[config.mk]
export PLATFORM = sky130hd
export DESIGN_NAME = instr_fetch
export DESIGN_NICKNAME = d
export VERILOG_FILES = /design/src/rtl/instr_fetch_pkg.sv /design/src/rtl/instr_fetch_op_len_dec.sv /design/src/rtl/instr_fetch.sv
export SDC_FILE = /design/constraint.sdc
export NUM_CORES = 1
export LEC_CHECK = 0
export BUFFER_PORTS_ARGS = -buffer_cell sky130_fd_sc_hd__buf_2
export CORE_ASPECT_RATIO = 0.5
export CORE_MARGIN = 4
export CORE_UTILIZATION = 45
export DETAILED_ROUTE_END_ITERATION = 16
export PLACE_DENSITY = 0.75
export REMOVE_ABC_BUFFERS = 1
export SYNTH_ARGS = -nofsm -noshare
export SYNTH_HDL_FRONTEND = slang
export SYNTH_SLANG_ARGS = --single-unit
[constraint.sdc]
create_clock -name clk -period 1.65 [get_ports clk]
set_input_delay 0.33 -clock clk [delete_from_list [all_inputs] [get_ports clk]]
set_output_delay 0.33 -clock clk [all_outputs]
set_load 0.005 [all_outputs]
[src/rtl/instr_fetch_pkg.sv]
// Shared definitions for the fetch stage: FSM states, opcode encodings and pointer helpers.
package instr_fetch_pkg;

  typedef enum logic [2:0] {
    S_ADDR  = 3'd0,
    S_OPC   = 3'd1,
    S_ARG   = 3'd2,
    S_VALID = 3'd3,
    S_HALT  = 3'd4
  } fetch_state_t;

  // HALT is a one-byte opcode (bit 7 clear)
  localparam logic [7:0] OP_HALT  = 8'h7F;
  localparam int         OPND_BIT = 7;

  function automatic logic [7:0] ptr_inc(input logic [7:0] ptr);
    return ptr + 8'd1;
  endfunction

endpackage

[src/rtl/instr_fetch_op_len_dec.sv]
// Opcode length/halt decoder, purely combinational; shared with the decode stage.
module op_len_dec
  import instr_fetch_pkg::*;
(
  input  logic [7:0] i_opcode,
  output logic       o_has_operand,
  output logic       o_is_halt
);

  assign o_has_operand = i_opcode[OPND_BIT];
  assign o_is_halt     = (i_opcode == OP_HALT);

endmodule

[src/rtl/instr_fetch.sv]
// Fetch stage: reads opcode/operand from a synchronous ROM and presents them downstream
// over a ready/free handshake; supports jump redirects and HALT.
module instr_fetch
  import instr_fetch_pkg::*;
#(
  parameter logic [7:0] RESET_VEC = 8'h00,
  parameter bit         HALT_EN   = 1'b1
) (
  input  logic       clk,
  input  logic       arst,
  output logic [7:0] rom_addr,
  input  logic [7:0] rom_data,
  input  logic       jmp_en,
  input  logic [7:0] jmp_addr,
  output logic [7:0] PC_,
  output logic [7:0] IR_,
  output logic [7:0] IBR_,
  output logic       rdy_next,
  input  logic       free_next,
  output logic       halted
);

  fetch_state_t r_state;
  logic [7:0]   r_fptr;
  logic [7:0]   r_pc;
  logic [7:0]   r_ir;
  logic [7:0]   r_ibr;
  logic         r_rdy;
  logic         r_halted;

  logic [7:0]   w_dec_op;
  logic         w_has_operand;
  logic         w_is_halt;
  logic         w_xfer;
  logic         w_halt_stop;

  // In S_VALID the presented opcode is examined for HALT; otherwise the fresh ROM byte.
  assign w_dec_op = (r_state == S_VALID) ? r_ir : rom_data;

  op_len_dec u_op_len_dec (
    .i_opcode      (w_dec_op),
    .o_has_operand (w_has_operand),
    .o_is_halt     (w_is_halt)
  );

  assign w_xfer      = r_rdy && free_next;
  assign w_halt_stop = HALT_EN && w_is_halt;

  always_ff @(posedge clk) begin
    if (arst) begin
      r_state  <= S_ADDR;
      r_fptr   <= RESET_VEC;
      r_pc     <= 8'h00;
      r_ir     <= 8'h00;
      r_ibr    <= 8'h00;
      r_rdy    <= 1'b0;
      r_halted <= 1'b0;
    end else if (jmp_en) begin
      // Redirect: presented fields are left as-is; a coincident transfer has already happened.
      r_state  <= S_ADDR;
      r_fptr   <= jmp_addr;
      r_rdy    <= 1'b0;
      r_halted <= 1'b0;
    end else begin
      case (r_state)
        S_ADDR: begin
          r_fptr  <= ptr_inc(r_fptr);
          r_state <= S_OPC;
        end
        S_OPC: begin
          r_ir <= rom_data;
          if (w_has_operand) begin
            r_fptr  <= ptr_inc(r_fptr);
            r_state <= S_ARG;
          end else begin
            r_ibr   <= 8'h00;
            r_pc    <= r_fptr;
            r_rdy   <= 1'b1;
            r_state <= S_VALID;
          end
        end
        S_ARG: begin
          r_ibr   <= rom_data;
          r_pc    <= r_fptr;
          r_rdy   <= 1'b1;
          r_state <= S_VALID;
        end
        S_VALID: begin
          // rom_addr sits on fptr here, so the next opcode is already being read.
          if (w_xfer) begin
            r_rdy <= 1'b0;
            if (w_halt_stop) begin
              r_halted <= 1'b1;
              r_state  <= S_HALT;
            end else begin
              r_fptr  <= ptr_inc(r_fptr);
              r_state <= S_OPC;
            end
          end
        end
        S_HALT: begin
          r_rdy <= 1'b0;
        end
        default: begin
          r_state <= S_ADDR;
          r_rdy   <= 1'b0;
        end
      endcase
    end
  end

  assign rom_addr = r_fptr;
  assign PC_      = r_pc;
  assign IR_      = r_ir;
  assign IBR_     = r_ibr;
  assign rdy_next = r_rdy;
  assign halted   = r_halted;

endmodule

==> results of run 1 <==
repair_timing:
| item | in CTS | in global routing |
|---|---|---|
| gates cloned | 0 | 1 |
| pin swaps | 3 | 2 |
| gates resized for setup | 9 | 20 |
| setup endpoints to repair | 5 | 21 |
metrics by stage:
stage | utilization | setup TNS (ps) | cells
final | 0.6988 | -235.2 | 325
after global routing | 0.6988 | -725.7 | 325
after CTS | 0.6631 | -176.7 | 324
after detailed placement | 0.6164 | -603.0 | 316
after global placement | 0.6164 | -127.6 | 316
after floorplan | - | -1226 | 181
logic make-up (layout without fill, tap and decap cells):
group                      count (synthesis)  after routing  synth area share
AOI/OAI and AO/OA                         41             41            0.1721
adders and majority gates                  1              1          0.007417
buffers and inverters                     19             98           0.06899
DFF                                       37             37            0.4392
muxes                                      8              8           0.04748
and+or+nand+nor                           89             89            0.2648
how the worst max path moves through the flow:
stage / start / to / slack, ps / cells past startpoint
after CTS: rom_addr[0] / rom_addr[6] / -100 / 5
after detailed placement: free_next / rom_addr[0] / -200 / 5
after global routing: rom_addr[0] / rom_addr[6] / -180 / 5
final: rom_addr[0] / rom_addr[6] / -130 / 5
after floorplan: r_state[1] / rom_addr[0] / -210 / 4
after global placement: rom_addr[0] / rom_addr[6] / -90 / 5
per-layer routing:
layer | GRT usage | wire (um)
met4 | 0.06938 | 110
met3 | 0.04412 | 265
met1 | 0.2489 | 2208
met5 | 0 | 0
met2 | 0.3204 | 2459
flip-flops by register name, summed over array words and instances (netlist names):
name,flops
IBR_,8
IR_,8
PC_,8
rom_addr,8
r_state,3
halted,1
rdy_next,1
Yosys cell counts (all sizes together), types with 3 or more instances:
master and count:
a21oi 10, a22oi 8, or4 4, or3 4, a311oi 3, o31ai 5
nand4b 3, nand3 6, nand2 24, mux2i 8, nor4 3, dfxtp 37
buf 6, nor2 28, clkbuf 6, nor2b 3, inv 5
final cells by class:
| type | instances | area, um2 |
|---|---|---|
| well taps | 51 | 63.81 |
| multi-input cells | 139 | 942.2 |
| repair buffers | 85 | 543.0 |
| fillers | 289 | 1057 |
| clock inverters | 3 | 68.82 |
| flip-flops and latches | 37 | 747.0 |
| inverters | 5 | 18.77 |
| clock buffers | 5 | 68.82 |
critical path, cell delays in order (launching register included):
cell	delay, ps
sky130_fd_sc_hd__dfxtp_2	370
sky130_fd_sc_hd__ha_4	140
sky130_fd_sc_hd__nand2_1	60
sky130_fd_sc_hd__or4b_1	510
sky130_fd_sc_hd__or4_1	410
sky130_fd_sc_hd__a311oi_1	210
where the power goes:
part / internal (uW) / switching (uW)
combinational: 142 / 145
clock: 609 / 350
sequential: 925 / 26.9
total: 1680 / 522
==> metrics, run 1 <==
Max Clock Skew 6.673 ps; static leakage power 0.001123 uW; most frequent standard cell in the layout excluding fill and tap cells sky130_fd_sc_hd__buf_2; number of clock sinks 37; root buffer cell sky130_fd_sc_hd__clkbuf_8; Endpoint, Worst Hold IR_[4]; core area 0.003510 mm2; Final Critical Period 1785 ps; Setup Buffers After CTS 0; number of top-level pins 54; main flop type after synthesis sky130_fd_sc_hd__dfxtp_1; count of standard-cell rows 15; remaining design rule violation count 0; global-route wire length before repair 7.348 mm; number of failing setup endpoints in the final timing report 3; area of the die 0.004851 mm2; synth-to-layout area growth 45.40%; number of cells on the worst reg-to-reg path 5; largest voltage drop on the vdd net 0.5213 mV; vias after detailed routing 1778; buffers from clock root to sink, at most 2; post-route cell area 0.002452 mm2; largest net degree at the start of global routing 16; main area contributors after synthesis sky130_fd_sc_hd__dfxtp_1 (44%), sky130_fd_sc_hd__nor2_1 (6.2%), sky130_fd_sc_hd__nand2_1 (5.3%), sky130_fd_sc_hd__mux2i_1 (4.7%), sky130_fd_sc_hd__a22oi_1 (3.6%); DRC violation total after the first TritonRoute iteration 77; most used cells in the layout excluding fill and tap cells sky130_fd_sc_hd__buf_2 (53), sky130_fd_sc_hd__dfxtp_1 (32), sky130_fd_sc_hd__nor2_1 (28), sky130_fd_sc_hd__buf_4 (28), sky130_fd_sc_hd__nand2_1 (24); clock tree from TritonCTS built; hold path startpoint rom_data[4]; instance count of the mapped netlist 195; Clock H-tree levels 2; Critical Setup Path Class reg2reg; sequential element share of the synthesized area 0.4392; worst slew margin relative to its limit 0.7444; DRT antenna net count 0; Hold Fails Final Rpt 0; placed cell areas 0.002163 mm2; Cell Area, Synth 0.001687 mm2; Worst Hold Path Cells 3; CP Max Fanout 2; number of buffer cells added on primary ports 53; number of flip-flops and latches in the synthesized netlist 37; estimated wirelength of the detail-placed design 3.347 mm; layout cell share with drive strength beyond 1 0.4270; Data arrival, critical path 1990 ps; power per cell area 896.0 mW/mm2; clock latency at the later pin of the worst-skew pair 300 ps; capturing point of the worst reg2reg path rom_addr[6]; Final Max Slew Viols 0; Worst R2R Start rom_addr[0]; fraction of post-synthesis cell area in the top cell type by area 0.4392; number of antenna violations at the first check in global routing 0; slack of the critical path -134.7 ps; share of the clock period used by the worst path 1.082; routed wirelength normalized by instance count 15.52 um; highest attainable clock frequency 560.3 MHz; distinct cell type count after synthesis 44; GRT Util Overall 0.1937; total clock buffers created by CTS 5; Die Y-Extent 51.29 um; Overflow after GRT 0; Post-synth ARST share 0; Avg Vias per Cell 5.471; maximum capacitance violations 0; transition time at the pin with the least slew margin 380.0 ps; Starting Density 0.4806; type of the tightest min-delay check in2reg; die width 94.58 um; average instance area after synthesis 8.649 um2; final routed wirelength across all metal layers 5.043 mm; EDFF count, synth 0; violations in the final reports setup timing; antenna diode count 0; number of detailed-routing iterations run before antenna repair 4; endpoint class of the critical path flip-flop; required time of the worst setup path 1860 ps; CTS Hold Bufs 0; minimum setup slack among reg-to-reg paths -130 ps; Layout Nets 294; Yosys top cell by area sky130_fd_sc_hd__dfxtp_1; final RePlAce weighted congestion 0.8598; unrepaired setup endpoints after global routing yes; CP startpoint kind flip-flop; result of the run complete, but fails checks; Final Total Pwr 2197 uW; via count of the first global-routing pass 1601; count of yosys warnings during synthesis 0; clock-pin slew reported for the worst setup and hold paths after clock tree synthesis 80 ps; final hold slack 286.1 ps; worst slack at placement -202.1 ps
Power figures use the tool's default switching activity.
==> run 2, diff against run 1 <==
Settings changed: ABC_AREA set to 1, CAP_MARGIN set to 20, CORE_UTILIZATION 45 to 46.
==> metrics, run 2 <==
cell count after placement 360; result of the run complete, no violations; count of yosys warnings during synthesis 0; Met2 Routed Length 2.092 mm; portion of total power attributed to the clock network 0.336; GRT Util Overall 0.1833; CTS Hold Bufs 0; Data arrival, critical path 1680 ps; number of antenna violations at the first check in global routing 0; number of flip-flops and latches in the synthesized netlist 37; Synth top cells by count sky130_fd_sc_hd__nand2_1 (70), sky130_fd_sc_hd__dfxtp_1 (37), sky130_fd_sc_hd__a21oi_1 (32), sky130_fd_sc_hd__nand3_1 (27), sky130_fd_sc_hd__inv_1 (24); placed cell areas 0.002133 mm2; area of the die 0.005102 mm2; minimum setup slack among reg-to-reg paths 150 ps; fill cell instance count of the final layout 349; number of buffer cells added on primary ports 53; Setup TNS Final 0 ps; DR WL met3 326 um; post-route cell area 0.002230 mm2; routed wirelength normalized by instance count 12.39 um; sequential cell fraction of total power 0.520; Starting Density 0.5040; final RePlAce weighted congestion 0.8836; Post-synth ARST share 0; cell family with the largest share of critical-path delay flip-flops; DRT antenna net count 0; via count of the first global-routing pass 1713; clock-pin slew reported for the worst setup and hold paths after clock tree synthesis 80 ps; sequential element share of the synthesized area 0.4058; share of power burned in combinational logic 0.145; Int Pwr 1333 uW; layout cell share with drive strength beyond 1 0.2767; Slowest cell on crit path sky130_fd_sc_hd__dfxtp_1; Layout Nets 338; synth-to-layout area growth 22.14%; distinct cell type count after synthesis 28; Setup Buffers After CTS 0; worst slew margin relative to its limit 0.7855; CP Max Fanout 9; final routed wirelength across all metal layers 4.571 mm; root buffer cell sky130_fd_sc_hd__clkbuf_8; share of total power consumed by net switching 0.2849; non-filler cells, final 369; most used cells in the layout excluding fill and tap cells sky130_fd_sc_hd__nand2_1 (70), sky130_fd_sc_hd__buf_2 (53), sky130_fd_sc_hd__dfxtp_1 (37); EDFF count, synth 0; slack of the critical path 147.0 ps; fraction of post-synthesis cell area in the top cell type by area 0.4058; Avg Vias per Cell 4.989; highest attainable clock frequency 665.3 MHz; antenna diode count 0; Die Y-Extent 52.55 um; Hold Fails Final Rpt 0; number of detailed-routing iterations run before antenna repair 4; maximum cell stage delay along the critical path 440 ps; most common cell in the synthesized netlist sky130_fd_sc_hd__nand2_1; Clock H-tree levels 2; static leakage power 0.001035 uW; main flop type after synthesis sky130_fd_sc_hd__dfxtp_1; Final Critical Period 1503 ps; count of standard-cell rows 15; footprint of the flip-flops and latches 740.7 um2; type of the tightest min-delay check in2reg; number of failing setup endpoints in the final timing report 0; CP startpoint kind flip-flop; global-route wire length before repair 7.479 mm; unrepaired setup endpoints after global routing no; highest routing layer actually used met4; Overflow after GRT 0; buffers and inverters on the worst path 2; clock latency at the later pin of the worst-skew pair 290 ps; transition time at the pin with the least slew margin 320.9 ps; worst slack at placement 109.8 ps; clock tree from TritonCTS built; Final Total Pwr 1864 uW; critical path cell sequence inv_2 > nor2_4 > buf_4 > nand2_1 > o21ai_1 > a21oi_1; Cell Area, Synth 0.001826 mm2; number of clock sinks 37; largest voltage drop on the vdd net 0.4685 mV; WL met1 2.122 mm; required time of the worst setup path 1830 ps; maximum capacitance violations 0; average instance area after synthesis 7.021 um2; Critical Setup Path Class reg2reg; Final Max Slew Viols 0; power per cell area 836.0 mW/mm2; most frequent standard cell in the layout excluding fill and tap cells sky130_fd_sc_hd__nand2_1; core area 0.003622 mm2; estimated wirelength of the detail-placed design 3.348 mm; buffers from clock root to sink, at most 2; net switching power of the design 531.1 uW; DRC violation total after the first TritonRoute iteration 63; area occupied by multi-input gates 920.9 um2; die width 97.09 um; Max Clock Skew 9.454 ps; Yosys top cell by area sky130_fd_sc_hd__dfxtp_1; vias after detailed routing 1841; total clock buffers created by CTS 5; instance count of the mapped netlist 260; main area contributors after synthesis sky130_fd_sc_hd__dfxtp_1 (41%), sky130_fd_sc_hd__nand2_1 (14%), sky130_fd_sc_hd__a21oi_1 (8.8%), sky130_fd_sc_hd__nand3_1 (7.4%), sky130_fd_sc_hd__inv_1 (4.9%); share of the clock period used by the worst path 0.9109; endpoint class of the critical path flip-flop; remaining design rule violation count 0; number of top-level pins 54; largest net degree at the start of global routing 25
run 2: cell count changes after synthesis, sizes merged, moves of 10 or more:
| cell | before | now |
|---|---|---|
| inv | 5 | 29 |
| o21ai | 2 | 12 |
| nand2 | 24 | 77 |
| a21oi | 10 | 33 |
| nand3 | 6 | 31 |
run 2: routing by layer:
layer	vias to the layer above	track usage
li1	958	-
met1	820	0.2145
met2	58	0.3345
met3	5	0.05445
met4	0	0.04895
met5	-	0
run 2: metrics by stage:
stage | utilization | hold WS, ps
6_report | 0.6155 | 303.1
5_1_grt | 0.6155 | 297.7
3_5_place_dp | 0.5889 | 436.0
4_1_cts | 0.6128 | 295.7
3_3_place_gp | 0.5889 | 430.0
2_1_floorplan | - | 399.1
run 2: cell families after synthesis:
logic type,count (synthesis),share of synthesized area
fa+ha+maj,1,0.006853
compound gates,46,0.1309
buf+inv,39,0.09527
flops,37,0.4058
simple gates,137,0.3612
run 2: path summary, 6_finish.rpt:
path             end  cells past startpoint   startpoint
max           IR_[7]                      6   r_state[0]
max reg2reg   IR_[7]                      6   r_state[0]
min reg2reg   PC_[6]                      2       PC_[6]
min          IBR_[6]                      3  rom_data[6]
run 2: power groups by stage:
stage	Clock, uW	Sequential (uW)	Combinational [uW]
final	626	969	269
after global routing	680	976	304
after CTS	645	969	265
after detailed placement	0	990	264
after global placement	0	988	260
after floorplan	0	990	143
run 2: worst register-to-register path, cell delays in order (launching register included):
cell,delay (ps)
sky130_fd_sc_hd__dfxtp_1,440
sky130_fd_sc_hd__inv_2,100
sky130_fd_sc_hd__nor2_4,210
sky130_fd_sc_hd__buf_4,190
sky130_fd_sc_hd__nand2_1,210
sky130_fd_sc_hd__o21ai_1,190
sky130_fd_sc_hd__a21oi_1,50
run 2: timing repair:
action                     CTS  global route
gates resized for setup      0             1
setup endpoints to repair    0             3
hold endpoints to repair     0             0
run 2: layout make-up:
class | count | area share
Tap cell | 51 | 0.02862
Clock inverter | 3 | 0.007856
Sequential cell | 37 | 0.3322
Inverter | 30 | 0.05163
Multi-Input combinational cell | 185 | 0.4130
Clock buffer | 5 | 0.03086
Timing Repair Buffer | 58 | 0.1358
==> run 3, diff against run 2 <==
Settings changed: CORE_UTILIZATION 46 to 51, MAX_ROUTING_LAYER set to met4, PLACE_DENSITY 0.75 to 0.79.
Clock period 1.65 ns to 1.45 ns, I/O delays scaled along.
==> metrics, run 3 (same netlist as run 2, synthesis figures left out) <==
CP Max Fanout 12; area of the die 0.004659 mm2; Avg Vias per Cell 5.091; via count of the first global-routing pass 1675; largest net degree at the start of global routing 19; estimated wirelength of the detail-placed design 3.296 mm; endpoint class of the critical path flip-flop; Data arrival, critical path 1620 ps; critical path cell sequence inv_4 > nand2_2 > nor2_4 > buf_6 > nand3_4 > nand3_4 > o21ai_0 > a21oi_1; maximum capacitance violations 0; antenna diode count 0; number of cells on the worst reg-to-reg path 8; Setup Buffers After CTS 0; highest attainable clock frequency 717.0 MHz; cell family with the largest share of critical-path delay simple AND/OR/NAND/NOR gates; Endpoint, Worst Hold IBR_[4]; Critical Setup Path Class reg2reg; share of total power consumed by net switching 0.2700; total clock buffers created by CTS 5; transition time at the pin with the least slew margin 321.2 ps; count of standard-cell rows 15; number of clock sinks 37; DRT antenna net count 0; clock latency at the later pin of the worst-skew pair 290 ps; static leakage power 0.001063 uW; unrepaired setup endpoints after global routing yes; buffers and inverters on the worst path 2; clock-pin slew reported for the worst setup and hold paths after clock tree synthesis 70 ps; Max Clock Skew 3.627 ps; Worst R2R Start r_state[2]; remaining design rule violation count 0; core area 0.003435 mm2; routed wirelength normalized by instance count 12.41 um; Clock H-tree levels 2; post-route cell area 0.002337 mm2; required time of the worst setup path 1670 ps; Overflow after GRT 0; share of power burned in combinational logic 0.157; CP startpoint kind flip-flop; non-filler cells, final 372; portion of total power attributed to the clock network 0.334; sequential cell fraction of total power 0.508; placed cell areas 0.002163 mm2; final RePlAce weighted congestion 0.8221; buffers from clock root to sink, at most 2; synth-to-layout area growth 28.03%; hold path startpoint rom_data[4]; Hold Fails Final Rpt 0; root buffer cell sky130_fd_sc_hd__clkbuf_8; number of detailed-routing iterations run before antenna repair 4; GRT Util Overall 0.2124; cell count after placement 364; maximum cell stage delay along the critical path 360 ps; largest voltage drop on the vdd net 0.4295 mV; Setup TNS Final 0 ps; DRC violation total after the first TritonRoute iteration 59; share of the clock period used by the worst path 0.9619; Final Total Pwr 2162 uW; most frequent standard cell in the layout excluding fill and tap cells sky130_fd_sc_hd__nand2_1; vias after detailed routing 1894; Layout Nets 342; number of top-level pins 54; Int Pwr 1579 uW; worst slew margin relative to its limit 0.7845; net switching power of the design 583.8 uW; number of antenna violations at the first check in global routing 0; Starting Density 0.5315; dominant cell type by count on the critical path sky130_fd_sc_hd__nand3_4; capturing point of the worst reg2reg path PC_[5]; die width 92.61 um; global-route wire length before repair 7.624 mm; Worst Hold Path Cells 3; result of the run complete, no violations; Final Max Slew Viols 0; layout cell share with drive strength beyond 1 0.3209; minimum setup slack among reg-to-reg paths 60 ps; type of the tightest min-delay check in2reg; most used cells in the layout excluding fill and tap cells sky130_fd_sc_hd__nand2_1 (68), sky130_fd_sc_hd__buf_2 (53), sky130_fd_sc_hd__dfxtp_1 (33); clock tree from TritonCTS built; number of failing setup endpoints in the final timing report 0; power per cell area 925.2 mW/mm2; Slowest cell on crit path sky130_fd_sc_hd__dfxtp_2; Final Critical Period 1395 ps; Die Y-Extent 50.31 um; number of buffer cells added on primary ports 53; final routed wirelength across all metal layers 4.617 mm
-- run 3: changes by cell type in the layout (fill, tap and decap cells not counted), sizes merged --
cell / change
buf: +4
clkbuf: +2
clkinv: -2
clkinvlp: -1
-- run 3: metrics by stage --
step,utilization,hold WS (ps),setup WS (ps)
2_1_floorplan,-,359.1,34.78
3_3_place_gp,0.6299,428.7,-33.06
3_5_place_dp,0.6299,431.9,-116.8
4_1_cts,0.6619,258.1,26.27
5_1_grt,0.6805,263.1,-47.69
6_report,0.6805,266.5,55.25
-- run 3: worst min-delay path, cell delays in order --
cell and delay (ps):
sky130_fd_sc_hd__buf_2 100, sky130_fd_sc_hd__nand2_1 60, sky130_fd_sc_hd__a21oi_1 60
-- run 3: routing by layer --
| metal | track usage | wire length (um) |
|---|---|---|
| met2 | 0.3373 | 2150 |
| met3 | 0.04940 | 302 |
| met1 | 0.2746 | 2130 |
| met4 | 0.05839 | 33 |
| met5 | - | 0 |
-- run 3: repair_timing --
| action | in CTS | in global routing |
|---|---|---|
| endpoints found under the setup margin | 16 | 22 |
| pin swaps | 0 | 1 |
| gates resized for setup | 6 | 17 |
| gates cloned | 1 | 0 |
| hold buffers | 0 | 0 |
-- run 3: layout make-up --
| type | instances | area, um2 |
|---|---|---|
| multi-input cells | 185 | 982.2 |
| inverters | 30 | 117.6 |
| repair buffers | 62 | 336.6 |
| flip-flops and latches | 37 | 750.7 |
| clock buffers | 7 | 86.33 |
| fillers | 304 | 1097 |
| well taps | 51 | 63.81 |
-- run 3: worst max path at each step --
stage          startpoint     endpoint  slack (ps)  cells after the start
2_1_floorplan  r_state[0]       PC_[3]          30                      7
3_3_place_gp   r_state[1]       PC_[6]         -30                      8
3_5_place_dp   r_state[1]       PC_[6]        -120                      8
4_1_cts        r_state[2]  rom_addr[3]          30                      9
5_1_grt        r_state[1]       PC_[5]         -50                      7
6_report       r_state[2]       PC_[5]          60                      8
-- run 3: power by group through the flow --
| stage | sequential [uW] | combinational [uW] | clock, uW |
|---|---|---|---|
| finish | 1100 | 340 | 723 |
| global route | 1110 | 380 | 793 |
| detailed placement | 1120 | 317 | 0 |
| global placement | 1120 | 312 | 0 |
| CTS | 1100 | 329 | 750 |
| floorplan | 1130 | 163 | 0 |
